### src/rtl/tdm_pkg.sv
// rtl/tdm_pkg.sv - shared constants and state type for the TDM demultiplexer
package tdm_pkg;

  localparam int NUM_CH = 16;
  localparam int SEL_W  = 4;

  typedef enum logic {
    HUNT  = 1'b0,
    TRACK = 1'b1
  } state_t;

  // Channel that follows ch in frame order, wrapping 15 -> 0.
  function automatic logic [SEL_W-1:0] next_ch(input logic [SEL_W-1:0] ch);
    return ch + 1'b1;
  endfunction

endpackage

### src/rtl/decoder4to16.sv
// rtl/decoder4to16.sv - 4-bit index plus enable to 16-bit one-hot write enables
module decoder4to16
  import tdm_pkg::*;
(
  input  logic              en,
  input  logic [SEL_W-1:0]  idx,
  output logic [NUM_CH-1:0] onehot
);

  // One output bit per slot; all zero when the enable is low.
  always_comb begin
    onehot = '0;
    for (int k = 0; k < NUM_CH; k++) begin
      onehot[k] = en && (idx == SEL_W'(k));
    end
  end

endmodule

### src/rtl/tdm_demux16.sv
// rtl/tdm_demux16.sv - 1-to-16 TDM demultiplexer with sof-aligned channel counter
module tdm_demux16
  import tdm_pkg::*;
#(
  parameter int WIDTH = 1
) (
  input  logic                    clk,
  input  logic                    rst,
  input  logic [WIDTH-1:0]        din,
  input  logic                    din_valid,
  input  logic                    sof,
  input  logic                    auto_mode,
  input  logic [SEL_W-1:0]        sel,
  output logic [NUM_CH*WIDTH-1:0] ch_data,
  output logic [NUM_CH-1:0]       ch_strobe,
  output logic [SEL_W-1:0]        cur_ch,
  output logic                    frame_done,
  output logic                    sync_err,
  output logic                    locked
);

  state_t             state;
  state_t             state_next;
  logic [SEL_W-1:0]   cur_ch_next;
  logic               wr_en;
  logic [SEL_W-1:0]   wr_idx;
  logic [NUM_CH-1:0]  wr_onehot;
  logic               frame_done_next;
  logic               sync_err_next;

  // Decide which slot (if any) takes this word, and the next counter/state.
  always_comb begin
    state_next      = state;
    cur_ch_next     = cur_ch;
    wr_en           = 1'b0;
    wr_idx          = '0;
    frame_done_next = 1'b0;
    sync_err_next   = 1'b0;
    if (din_valid) begin
      if (!auto_mode) begin
        // Manual routing leaves alignment untouched so auto mode can resume.
        wr_en  = 1'b1;
        wr_idx = sel;
      end else begin
        case (state)
          HUNT: begin
            if (sof) begin
              wr_en       = 1'b1;
              wr_idx      = '0;
              cur_ch_next = SEL_W'(1);
              state_next  = TRACK;
            end
          end
          TRACK: begin
            wr_en = 1'b1;
            if (sof) begin
              // A marker always realigns to channel 0, even mid-frame.
              wr_idx        = '0;
              cur_ch_next   = SEL_W'(1);
              sync_err_next = (cur_ch != '0);
            end else begin
              wr_idx          = cur_ch;
              cur_ch_next     = next_ch(cur_ch);
              frame_done_next = (cur_ch == SEL_W'(NUM_CH - 1));
            end
          end
          default: state_next = HUNT;
        endcase
      end
    end
  end

  decoder4to16 u_dec (
    .en     (wr_en),
    .idx    (wr_idx),
    .onehot (wr_onehot)
  );

  // Counter, FSM and status pulses; reset drops any word in the same cycle.
  always_ff @(posedge clk) begin
    if (rst) begin
      state      <= HUNT;
      cur_ch     <= '0;
      ch_strobe  <= '0;
      frame_done <= 1'b0;
      sync_err   <= 1'b0;
    end else begin
      state      <= state_next;
      cur_ch     <= cur_ch_next;
      ch_strobe  <= wr_onehot;
      frame_done <= frame_done_next;
      sync_err   <= sync_err_next;
    end
  end

  // Holding slots: each keeps its word until its own enable fires.
  always_ff @(posedge clk) begin
    if (rst) begin
      ch_data <= '0;
    end else begin
      for (int k = 0; k < NUM_CH; k++) begin
        if (wr_onehot[k]) begin
          ch_data[k*WIDTH +: WIDTH] <= din;
        end
      end
    end
  end

  assign locked = (state == TRACK);

endmodule

### config.mk
export PLATFORM = sky130hd
export DESIGN_NAME = tdm_demux16
export DESIGN_NICKNAME = d
export VERILOG_FILES = /design/src/rtl/tdm_pkg.sv /design/src/rtl/decoder4to16.sv /design/src/rtl/tdm_demux16.sv
export SDC_FILE = /design/constraint.sdc
export NUM_CORES = 1
export LEC_CHECK = 0
export BUFFER_PORTS_ARGS = -buffer_cell sky130_fd_sc_hd__buf_2
export CORE_UTILIZATION = 45
export DETAILED_ROUTE_END_ITERATION = 16
export PLACE_DENSITY_LB_ADDON = 0.25
export SETUP_SLACK_MARGIN = 0.2
export SKIP_CTS_REPAIR_TIMING = 1
export SYNTH_ARGS = -nofsm -noshare
export SYNTH_HDL_FRONTEND = slang
export SYNTH_HIERARCHICAL = 1
export SYNTH_SLANG_ARGS = --single-unit
### constraint.sdc
create_clock -name clk -period 3.3 [get_ports clk]
set_input_delay 0.165 -clock clk [delete_from_list [all_inputs] [get_ports clk]]
set_output_delay 0.165 -clock clk [all_outputs]
set_load 0.005 [all_outputs]
; ---- Yosys cells after proc, flatten, opt, wreduce, memory -nomap -nowiden
; Cells that the tools add are included.
[totals]
reg_bits = 39
latch_bits = 0
mem_bits_rw = 0
romBits = 0
input_bits = 10
out_inout_bits = 39
wordCells = 77
mem_count = 0
[classes]
addsub = 1
mul = 0
n_div = 0
order_cmp = 0
n_eq_ne = 17
shift = 0
muxes = 12
bitwise_logic = 4
n_reduce_logical = 22
[ops]
columns = op, n
row1 = $eq 4x4->1 const B, 9
row2 = $mux 4, 5
row3 = $eq 4x3->1 const B, 4
row4 = $logic_and 1x1->1, 16
row5 = $pmux 4 s2, 2
row6 = $reduce_or 5->1, 2
row7 = $eq 4x2->1 const B, 2
row8 = $add 4x1->4 const B, 1
row9 = $eq 4x1->1 const B, 1
row10 = $logic_not 4->1, 1
row11 = $mux 1, 4
row12 = $not 1->1, 4
row13 = $reduce_bool 4->1, 1
row14 = $reduce_and 3->1, 1
row15 = $ne 2x2->1 const B, 1
row16 = $pmux 1 s2, 1
row17 = $reduce_and 2->1, 1

; ---- Longest topological paths before layout
[logic_depth]
word_depth = 6
mapped_depth = 8

; ---- Hierarchy
; The synthesis kept the hierarchy.
[by_module_without_submodules]
columns = module, instances, cells_per_inst, area_per_inst_um2
row1 = tdm_demux16, 1, 136, 1411.4
row2 = decoder4to16, 1, 23, 117.6

; ---- Worst setup path after synthesis
; Ideal clock, no wire load.
[synth_timing]
path_kind = register -> register
start = reg state (netlist: locked)
end = reg ch_data[4]
setup_time_ps = 128
arrival_time_ps = 1583
slack_ps = 1589
stages_incl_launch_ff = 8
cell_sequence = dfxtp_1 nor2b_1 a31oi_1 nor2b_1 nand3b_1 nor3_1 mux2i_1 nor2_1
[synth_via]
elab_chain_cells = 6
elab_cells_between_ends = 9
classes_between = eq/ne: 1 / mux: 6 / bitwise: 1 / reduce/logical: 1
[synth_lines]
columns = item, line_no
row1 = "start, declared", tdm_demux16.sv:22  ; state_t state;
row2 = "start signal, assigned", tdm_demux16.sv:88  ; state <= state_next;
row3 = $not 1->1 (no source line), -
row4 = $pmux 4 s2 *, tdm_demux16.sv:45  ; case (state)
row5 = $mux 4 *, tdm_demux16.sv:40  ; if (!auto_mode) begin
row6 = $mux 4 *, tdm_demux16.sv:39  ; if (din_valid) begin
row7 = named net wr_idx[2], tdm_demux16.sv:26  ; logic [SEL_W-1:0] wr_idx;
row8 = $eq 4x3->1 *, decoder4to16.sv:14  ; onehot[k] = en && (idx == SEL_W'(k));
row9 = $logic_and 1x1->1 *, decoder4to16.sv:14
row10 = named net wr_onehot[4], tdm_demux16.sv:27  ; logic [NUM_CH-1:0] wr_onehot;
row11 = "end signal, assigned by index", tdm_demux16.sv:103  ; ch_data[k*WIDTH +: WIDTH] <= din;
row12 = "end, declared", tdm_demux16.sv:14  ; output logic [NUM_CH*WIDTH-1:0] ch_data,
; Mark *: on every way through the listed nets, which the timed path passes. The rest lies on a longest branch.
; A chain may end at the register's enable or synchronous reset.

; ---- Final worst setup path
; Same ends and word-level chain as after synthesis.

==> out/results.ini <==
[yosys]
yosys-top-cells-count = 39 x dfxtp_1, 31 x nor2_1, 19 x nor2b_1
yosys.cell_count.top_type = dfxtp_1
synthXorXnorAreaFrac = 0
synth_warnings = 6
synth_top_family_by_area = simple AND/OR/NAND/NOR gates
synth_top_cell_by_area = dfxtp_1
syn-num-nets = 171
synthAdderAreaFrac = 0.0164
synthArstFlopShare = 0
ys_seq_area_frac = 0.511
synthesis.area_um2 = 1530
ys_ff_latch = 39
netlist_instances = 159
synth_compound_area_frac = 0.0696
synth_top_area_share = 0.511
synth_area_leaders = dfxtp_1 51%, mux2i_1 10%, nor2b_1 7.8%
synthMuxAreaShare = 0.105
yosysUniqueCellTypes = 29
synth_ff_type = dfxtp_1
yosys.area_share.simple = 0.276
synth_edf_count = 0
post_synth.cell_area_avg_um2 = 9.62

[setup_path]
required_ns = 3.51
crit_family = simple AND/OR/NAND/NOR gates
critical_path_depth = 7
crit_type = reg -> reg
start_kind = register
path_buf_inv = 0
path_cells = nor2b_1 -> a31oi_1 -> nor2b_1 -> nand3b_1 -> nor3_1 -> mux2i_1 -> nor2_1
crit_arrival_ns = 2.38
path_max_fanout = 9
cpMostUsedCell = nor2b_1
r2r_cells = 7
worst_path_max_delay_cell = dfxtp_1
critPathMaxStageDelay_ns = 0.48
critPathCaptureType = register

[global_routing]
grt-ovfl-total = 0
grt_max_degree = 40
grt.total_usage = 0.186
antenna_found_initial = 0
grt_pass1_wl_mm = 4.82
grt_pass1_vias = 1081

[layout]
regArea_um2 = 781
diodes = 0
layout-drive-gt1-share = 0.295
multi_input_area_um2 = 713
area_growth_syn_to_layout_pct = 22.2
nFillCells = 277
fin_nets = 219

[clock_tree]
clk_pin_slew_ns = 0.10
cts_root_buf = clkbuf_4
htree_levels = 2
clk_path_buf_depth = 2
clock-sinks = 39
cts_made_buffers = 5
cts_tree = yes
insertion_delay_ns = 0.34

[route]
first_iter_violations = 35
vias_per_cell = 4.93
route.detailed.drc = 0
drt-total-wl_mm = 3.04
routedWlPerCell_um = 12.1
num_vias = 1237
ant_nets = 0
drtPass1Iterations = 4

[place]
place_ws_ns = 1.21
io_buffers = 48
dp.final_hpwl_mm = 2.27
gp_congestion = 0.932

[floorplanning]
dieArea_um2 = 3630
placeableCoreArea_um2 = 3130
die_y_um = 60.3
die_w_um = 60.3
top_level_ports = 49
num_rows = 20
start_util = 0.489

[pwr]
irDropWorstVdd_uv = 292
p_leak_uw = 0.000800
power_density_nw_per_um2 = 443

[timing]
slew-limit-headroom = 0.573
hold_viol_final = 0
final.setup.tns_ns = 0
setup_ws_ns = 1.13
final.min_clock_period_ns = 2.17
fin_crit_sh = 0.658
rsz0062_at_grt = false
drv_slew = 0
clock.fmax_mhz = 460
tightest_slew_ns = 0.640
skew_ns = 0.00273
setup_viol = 0

[hold_path]
hold_class = in -> reg
whs_path_depth = 3

[run]
maxCapViolations = 0

[run_status]
status = complete, no violations

[report_power, final]
group	internal (µW)	leakage (µW)	switching [µW]	total, µW
logic	20.9	0.000447	31.6	52.4
registers	475	0.000315	3.65	479
clock network	156	0.0000383	140	297
[kinds of logic (layout without fill, tap and decap cells)]
kind of cell	count (synthesis)	after routing
multiplexers	16	16
flip-flops	39	39
AO/OA/AOI/OAI	14	14
buffers and inverters	9	57
adder cells (fa/ha/maj)	2	2
AND/OR/NAND/NOR	79	79
[tightest hold or removal path, cell delays in order]
cell     delay [ns]
buf_2          0.14
nand2_1        0.08
nor4_1         0.04
[cell type report]
| type | count | area share |
|---|---|---|
| Sequential cell | 39 | 0.418 |
| Timing Repair Buffer | 48 | 0.129 |
| Clock inverter | 1 | 0.0161 |
| Tap cell | 44 | 0.0295 |
| Inverter | 2 | 0.00402 |
| Clock buffer | 6 | 0.0221 |
| Multi-Input combinational cell | 111 | 0.382 |
[per-stage QoR]
step	utilization	area [µm²]	cells	total power (µW)	hold WS [ns]
2_1_floorplan	-	1530	159	524	0.311
3_3_place_gp	0.574	1800	244	540	0.474
3_5_place_dp	0.574	1800	244	542	0.478
4_1_cts	0.597	1870	251	834	0.112
5_1_grt	0.597	1870	251	858	0.131
6_report	0.597	1870	251	827	0.128
[cell usage in the layout (no fill, tap or decap)]
master     instances
mux2i_1           16
nand3b_1           4
nor4_1             1
or3b_4             1
a21oi_1            3
o21ai_0            1
nand4_1            1
nand2b_1           5
nor4bb_1           1
or4_1              1
nand2_1            4
nor2b_1           19
nor3_2             1
inv_1              2
o211ai_1           1
nor3b_1            1
nor3_1             3
nand3_1            4
a22oi_1            1
clkbuf_1           1
a21boi_1           1
nand2_2            1
nor2_1            31
a31oi_1            3
bufinv_16          1
and4b_1            1
buf_2             48
a21boi_2           4
dfxtp_1           39
clkbuf_4           5
ha_1               2
[worst paths after layout]
path	from	end	slack, ns
max reg2reg	locked	ch_data[4]	1.13
min	sof	sync_err	0.13
min reg2reg	ch_data[2]	ch_data[2]	0.50
max	locked	ch_data[4]	1.13
[state kept, by name (all words and copies together) (netlist names)]
signal	flops
ch_strobe	16
sync_err	1
locked	1
cur_ch	4
frame_done	1
ch_data	16
[metal layers]
layer / track usage / up-vias / part of all wire
met1: 0.246 / 553 / 0.48
met2: 0.261 / 47 / 0.41
met3: 0.0606 / 8 / 0.086
met4: 0.106 / 0 / 0.020
li1: - / 629 / -
met5: 0 / - / 0
Note: power is estimated with default switching activity, not from simulation.
